### src/rtl/if_stage_unit.sv
// Instruction-fetch stage with IF/ID pipeline register: owns the PC, runs the
// instruction-memory read handshake, buffers words across stalls and squashes wrong-path fetches.
module if_stage_unit #(
   parameter logic [31:0] RESET_PC  = 32'h00000000,
   parameter logic [31:0] NOP_INSTR = 32'h00000013
) (
   input  logic        CLK,
   input  logic        RESET,
   input  logic        STALL,
   input  logic        BRANCH_TAKEN,
   input  logic [31:0] BRANCH_TARGET,
   output logic [31:0] IMEM_ADDR,
   output logic        IMEM_READ,
   input  logic [31:0] IMEM_READDATA,
   input  logic        IMEM_BUSYWAIT,
   output logic        IF_BUSY,
   output logic [31:0] IFID_PC,
   output logic [31:0] IFID_PC4,
   output logic [31:0] IFID_INSTR,
   output logic        IFID_VALID,
   output logic [6:0]  OP,
   output logic [4:0]  RD,
   output logic [2:0]  FUN3,
   output logic [4:0]  RS1,
   output logic [4:0]  RS2,
   output logic [6:0]  FUN7
);

   typedef enum logic [1:0] {StIdle, StFetch, StHold, StDrop} state_e;

   state_e      state_q, state_d;
   logic [31:0] pc_q, pc_d;
   logic [31:0] drop_addr_q, drop_addr_d;
   logic [31:0] hold_pc_q, hold_pc_d;
   logic [31:0] hold_instr_q, hold_instr_d;
   logic [31:0] ifid_pc_q, ifid_pc_d;
   logic [31:0] ifid_pc4_q, ifid_pc4_d;
   logic [31:0] ifid_instr_q, ifid_instr_d;
   logic        ifid_valid_q, ifid_valid_d;
   logic        complete;
   logic [31:0] target_aligned;

   assign target_aligned = BRANCH_TARGET & ~32'd3;

   always_comb begin
      IMEM_READ = 1'b0;
      IMEM_ADDR = pc_q;
      IF_BUSY   = 1'b0;
      unique case (state_q)
         StFetch: begin
            IMEM_READ = 1'b1;
            IF_BUSY   = IMEM_BUSYWAIT;
         end
         StDrop: begin
            // Keep the address of the abandoned read stable until memory lets go of it.
            IMEM_READ = 1'b1;
            IMEM_ADDR = drop_addr_q;
            IF_BUSY   = 1'b1;
         end
         default: ;
      endcase
   end

   assign complete = IMEM_READ & ~IMEM_BUSYWAIT;

   always_comb begin
      state_d      = state_q;
      pc_d         = pc_q;
      drop_addr_d  = drop_addr_q;
      hold_pc_d    = hold_pc_q;
      hold_instr_d = hold_instr_q;
      ifid_pc_d    = ifid_pc_q;
      ifid_pc4_d   = ifid_pc4_q;
      ifid_instr_d = ifid_instr_q;
      ifid_valid_d = ifid_valid_q;

      if (state_q == StIdle) begin
         state_d = StFetch;
      end else if (BRANCH_TAKEN) begin
         pc_d         = target_aligned;
         ifid_instr_d = NOP_INSTR;
         ifid_valid_d = 1'b0;
         hold_pc_d    = 32'd0;
         hold_instr_d = 32'd0;
         if (IMEM_READ && IMEM_BUSYWAIT) begin
            state_d = StDrop;
            if (state_q == StFetch) begin
               drop_addr_d = pc_q;
            end
         end else begin
            state_d = StFetch;
         end
      end else begin
         unique case (state_q)
            StFetch: begin
               if (complete && !STALL) begin
                  ifid_pc_d    = pc_q;
                  ifid_pc4_d   = pc_q + 32'd4;
                  ifid_instr_d = IMEM_READDATA;
                  ifid_valid_d = 1'b1;
                  pc_d         = pc_q + 32'd4;
               end else if (complete) begin
                  hold_pc_d    = pc_q;
                  hold_instr_d = IMEM_READDATA;
                  pc_d         = pc_q + 32'd4;
                  state_d      = StHold;
               end else if (!STALL) begin
                  ifid_instr_d = NOP_INSTR;
                  ifid_valid_d = 1'b0;
               end
            end
            StHold: begin
               if (!STALL) begin
                  ifid_pc_d    = hold_pc_q;
                  ifid_pc4_d   = hold_pc_q + 32'd4;
                  ifid_instr_d = hold_instr_q;
                  ifid_valid_d = 1'b1;
                  hold_pc_d    = 32'd0;
                  hold_instr_d = 32'd0;
                  state_d      = StFetch;
               end
            end
            StDrop: begin
               if (!STALL) begin
                  ifid_instr_d = NOP_INSTR;
                  ifid_valid_d = 1'b0;
               end
               if (complete) begin
                  state_d = StFetch;
               end
            end
            default: ;
         endcase
      end
   end

   always_ff @(posedge CLK) begin
      if (!RESET) begin
         state_q      <= StIdle;
         pc_q         <= RESET_PC;
         drop_addr_q  <= 32'd0;
         hold_pc_q    <= 32'd0;
         hold_instr_q <= 32'd0;
         ifid_pc_q    <= 32'd0;
         ifid_pc4_q   <= 32'd4;
         ifid_instr_q <= NOP_INSTR;
         ifid_valid_q <= 1'b0;
      end else begin
         state_q      <= state_d;
         pc_q         <= pc_d;
         drop_addr_q  <= drop_addr_d;
         hold_pc_q    <= hold_pc_d;
         hold_instr_q <= hold_instr_d;
         ifid_pc_q    <= ifid_pc_d;
         ifid_pc4_q   <= ifid_pc4_d;
         ifid_instr_q <= ifid_instr_d;
         ifid_valid_q <= ifid_valid_d;
      end
   end

   assign IFID_PC    = ifid_pc_q;
   assign IFID_PC4   = ifid_pc4_q;
   assign IFID_INSTR = ifid_instr_q;
   assign IFID_VALID = ifid_valid_q;

   assign OP   = ifid_instr_q[6:0];
   assign RD   = ifid_instr_q[11:7];
   assign FUN3 = ifid_instr_q[14:12];
   assign RS1  = ifid_instr_q[19:15];
   assign RS2  = ifid_instr_q[24:20];
   assign FUN7 = ifid_instr_q[31:25];

endmodule

### config.mk
export PLATFORM = sky130hd
export DESIGN_NAME = if_stage_unit
export DESIGN_NICKNAME = d
export VERILOG_FILES = /design/src/rtl/if_stage_unit.sv
export SDC_FILE = /design/constraint.sdc
export NUM_CORES = 1
export LEC_CHECK = 0
export BUFFER_PORTS_ARGS = -buffer_cell sky130_fd_sc_hd__buf_2
export CAP_MARGIN = 20
export CORE_MARGIN = 5
export CORE_UTILIZATION = 49
export CTS_CLUSTER_SIZE = 40
export DETAILED_ROUTE_END_ITERATION = 10
export PLACE_DENSITY = 0.73
export SYNTH_ARGS = -nofsm -noshare
export SYNTH_HDL_FRONTEND = slang
export SYNTH_SLANG_ARGS = --single-unit
### constraint.sdc
create_clock -name CLK -period 2.45 [get_ports CLK]
set_input_delay 0.49 -clock CLK [delete_from_list [all_inputs] [get_ports CLK]]
set_output_delay 0.49 -clock CLK [all_outputs]
set_load 0.05 [all_outputs]
# Word level (Yosys, flattened, before mapping)
# Cells that the tools add are included.
totals:
  register_bits: 227
  elab_cells: 92
op_classes:
  mux: 42
  n_reduce_logical: 19
  addsub: 2
  eq_ne: 14
  bitwise_logic: 5
op_table:
  columns: ["cell", "count"]
  rows:
  - ["$mux W32", 21]
  - ["$pmux W32 S2", 4]
  - ["$pmux W32 S3", 1]
  - ["$add A32 B3 Y32 const B", 2]
  - ["$reduce_and A5 Y1", 4]
  - ["$ne A4 B4 Y1 const B", 4]
  - ["$mux W2", 6]
  - ["$ne A3 B3 Y1 const B", 4]
  - ["$reduce_and A4 Y1", 2]
  - ["$mux W1", 7]
  - ["$pmux W2 S3", 1]
  - ["$reduce_bool A3 Y1", 2]
  - ["$reduce_bool A5 Y1", 1]
  - ["$eq A2 B2 Y1 const B", 2]
  - ["$ne A4 B3 Y1 const B", 1]
  - ["$not A1 Y1", 4]
  - ["$reduce_bool A2 Y1", 2]
  - ["$reduce_bool A4 Y1", 1]
  - ["$reduce_or A2 Y1", 2]
  - ["$pmux W1 S3", 1]
  - ["$reduce_and A3 Y1", 1]
  - ["$eq A2 B1 Y1 const B", 1]
  - ["$logic_and A1 B1 Y1", 2]
  - ["$logic_not A2 Y1", 1]
  - ["5 further kinds", 5]

# Depth between registers and ports, before layout
logic_depth:
  ltp_word: 9
  ltp_mapped: 8
  mapped_depth_nobuf: 6

# Worst setup path before layout
# Ideal clock, no wire load.
synth_path:
  kind: "flip-flop to flip-flop"
  start: "register pc_q[2]"
  end: "register ifid_pc4_q[24], in the netlist IFID_PC4[24]"
  setup_time_ps: 95
  stages_incl_launch_ff: 7
  n_path_buf: 0
  required_ps: 2355
  slack_ps: 478
  t_arrival_ps: 1877
  cell_sequence: "dfxtp_1 -> ha_1 -> nand3_2 -> nor4_2 -> nand3_1 -> xor2_1 -> a221oi_1"
synth_via:
  elab_chain_len: 3
synth_lines:
  columns: ["item", "line_no", "source"]
  rows:
  - ["start, declared", "32", "logic [31:0] pc_q, pc_d;"]
  - ["start signal, assigned", "150", "pc_q <= pc_d;"]
  - ["$add A32 B3 Y32", "98", "ifid_pc4_d = pc_q + 32'd4;"]
  - ["$mux W32", "96", "if (complete && !STALL) begin"]
  - ["$pmux W32 S2", "94", "unique case (state_q)"]
  - ["end signal, assigned", "155", "ifid_pc4_q <= ifid_pc4_d;"]
  - ["end, declared", "37", "logic [31:0] ifid_pc4_q, ifid_pc4_d;"]
# No other way between the ends. The select of a mux whose other input is x is not followed.
# A chain may end at the register's enable or synchronous reset.

# Final worst setup path
layout_path:
  start: "register state_q[0]"
  end: "output port IMEM_ADDR[17]"
layout_via:
  elab_chain_len: 2
layout_lines:
  columns: ["item", "line_no", "source"]
  rows:
  - ["start, declared", "31", "state_e state_q, state_d;"]
  - ["start signal, assigned", "139", "state_q <= StIdle;"]
  - ["start signal, assigned", "149", "state_q <= state_d;"]
  - ["$eq A2 B2 Y1", "49", "unique case (state_q)"]
  - ["$mux W32", "49", null]
  - ["end, declared", "12", "output logic [31:0] IMEM_ADDR,"]
# No other way between the ends.

==> impl_metrics.yaml <==
floorplanning:
  die_w_microns: 161.9
  dieArea_sq_mm: 0.02621
  initial_utilization: 0.4977
  rows: 55
  die_h_microns: 161.9
  core-area_sq_mm: 0.02271
  ios: 232
clocking:
  cts_setup_buffers: 0
  htree_levels: 1
  numClockSinks: 219
  cts_tree: "yes"
  path_clk_slew_ns: 0.06
  numCtsBuffers: 25
  cts_buffer_depth: 3
  ctsHoldBuffers: 0
  cts-root-buf: "clkbuf_16"
  clk_latency_ns: 0.53
sta:
  hold_viol: 0
  rsz0062_at_grt: "no"
  max_freq_ghz: 0.4272
  fin_skew_ns: 0.008541
  fin_crit_ns: 2.341
  finalCritPeriodShare: 0.9553
  relSlewSlack: 0.5149
  setup_viol_count_final: 0
  worst_slew_pin_slew_ns: 0.7201
  slew_viol_final: 0
  setup_tns_ns: 0
placement:
  dpl.cell_count: 1872
  gp_congestion: 0.9326
  dp_hpwl_microns: 24450
  port_buffers: 227
  place_area_sq_mm: 0.01271
route:
  via_count: 11686
  drt_iter0_drc: 1196
  ant_nets: 0
  drc: 0
  wire_per_inst_microns: 19.15
  routed_via_density: 6.093
  wl_microns: 36730
  drt_pass1_iterations: 5
hold_path:
  whs_path_depth: 3
  min_from: "IMEM_READDATA[14]"
  min_to: "hold_instr_q[14]"
  hp-class: "input port to flip-flop"
pwr:
  vdd_drop_max_v: 0.0005630
  power_density_mw_per_mm2: 672.8
  p_leak_uw: 0.005351
critical_path:
  worst_ep_required_time_ns: 1.96
  crit_arrival_ns: 1.85
  reg2reg_setup_slack_ns: 0.25
  reg2reg_from: "state_q[0]"
  crit_type: "flip-flop to primary output"
  ff2ff_path_depth: 5
  end_kind: "primary output"
  crit_fanout: 19
  startpoint_type: "flip-flop"
  reg2reg_to: "IFID_PC4[14]"
yosys:
  ys.warnings.count: 0
  yosysMostFrequentCell: "nand2_1"
  syn_inst: 1465
  yosys_register_bits: 219
  synth_seq_area_share: 0.3879
  synth_edf_count: 0
  synth_area_sq_mm: 0.01130
  synth_area_leaders: "dfxtp_1 39%, nand2_1 9.9%, a21oi_1 7.2%"
  synth.distinct_cells: 62
  synth_top_area_frac: 0.3879
  synthFlopType: "dfxtp_1"
  syn_avg_cell_area_sq_um: 7.716
  async_reset_ff_frac: 0
  yosys.area.top_type: "dfxtp_1"
  synth_common_cells: "297 x nand2_1, 219 x dfxtp_1, 163 x a21oi_1"
layout:
  stdcell_count: 1918
  fin_area_sq_mm: 0.01364
  nets: 1685
  area_growth_syn_to_layout_pct: 20.68
  drive_gt1_frac: 0.2506
global_route:
  antenna_found_initial: 2
  track_usage: 0.2650
  grt_pass1_wl_microns: 58260
  grt-ovfl-total: 0
  grt_pass1_vias: 10964
  grt_start_max_net_pins: 91
job:
  cap_violations: 0
run_status:
  status: "completed"
-- final cells by class --
| type | instances | area, sq um |
|---|---|---|
| diodes | 1 | 2.502 |
| clock buffers | 36 | 767.0 |
| clock inverters | 9 | 155.1 |
| fillers | 2077 | 9069 |
| inverters | 10 | 42.54 |
| multi-input cells | 1048 | 6026 |
| flip-flops and latches | 219 | 4387 |
| well taps | 285 | 356.6 |
| repair buffers | 310 | 1904 |
-- cell usage in the layout (no fill, tap or decap), types with 18 or more instances in the layout --
master and n:
o21ai_0 53, nand3_1 93, mux2_2 30, dfxtp_1 217
buf_2 227, a221o_1 32, buf_4 71, nand2_1 296
nor2_1 74, a311oi_1 30, a21oi_1 163, xnor2_1 18
clkbuf_16 25, o211ai_1 41
-- per-layer routing --
metal	share of wire	global-route usage	up-vias
li1	-	-	5488
met1	0.41	0.3570	5529
met2	0.47	0.4359	594
met3	0.098	0.05405	73
met4	0.022	0.06997	2
met5	0.00035	0	-
-- worst max-delay path by stage --
stage | start | to | slack (ns) | depth (start not counted)
2_1_floorplan | pc_q[2] | IFID_PC4[24] | 0.48 | 6
3_3_place_gp | IMEM_BUSYWAIT | IFID_PC4[14] | 0.19 | 6
3_5_place_dp | IMEM_BUSYWAIT | IFID_PC4[14] | 0.17 | 6
4_1_cts | state_q[1] | IMEM_ADDR[19] | 0.03 | 4
5_1_grt | state_q[0] | IMEM_ADDR[17] | 0.04 | 4
6_report | state_q[0] | IMEM_ADDR[17] | 0.11 | 4
-- metrics by stage --
stage                     utilization  power (uW)  setup WS, ns  hold WS (ns)
after global routing           0.6007        9481       0.03890        0.2268
final                          0.6007        9178        0.1094        0.2295
after detailed placement       0.5595        5103        0.1750        0.4413
after floorplan                     -        4686        0.4780        0.4320
after global placement         0.5595        5087        0.1851        0.4367
after CTS                      0.6003        9209       0.03325        0.2147
-- report_power, final --
group / total, uW / internal, uW / switching (uW)
Combinational: 1300 / 391 / 909
Clock: 4130 / 2590 / 1540
Sequential: 3750 / 3660 / 82.9
Total: 9180 / 6650 / 2530
-- sequential cells by signal (all words and copies together), names as in the netlist --
signal        flops
hold_pc_q        31
pc_q             30
drop_addr_q      30
IFID_INSTR       32
IFID_VALID        1
state_q           2
IFID_PC4         30
IFID_PC          31
hold_instr_q     32
-- critical path, stage by stage, from the launching register on --
cell and delay [ns]:
dfxtp_2 0.37, nand2_1 0.14, buf_8 0.23, mux2_2 0.37
buf_2 0.21
-- logic make-up after synthesis --
group | after synthesis | share of synthesized area
adders and majority gates | 2 | 0.002214
xor gates and xnor gates | 35 | 0.02712
muxes | 35 | 0.03431
buffers and inverters | 199 | 0.08357
DFF | 219 | 0.3879
other | 1 | 0.0003318
AOI/OAI and AO/OA | 400 | 0.2301
and+or+nand+nor | 574 | 0.2344
-- timing repair --
item | 4_1_cts | 5_1_grt
endpoints found under the setup margin | 19 | 9
resized for setup | 2 | 2
pin swaps | 0 | 0
No activity file was read; power rests on OpenSTA's default activity.
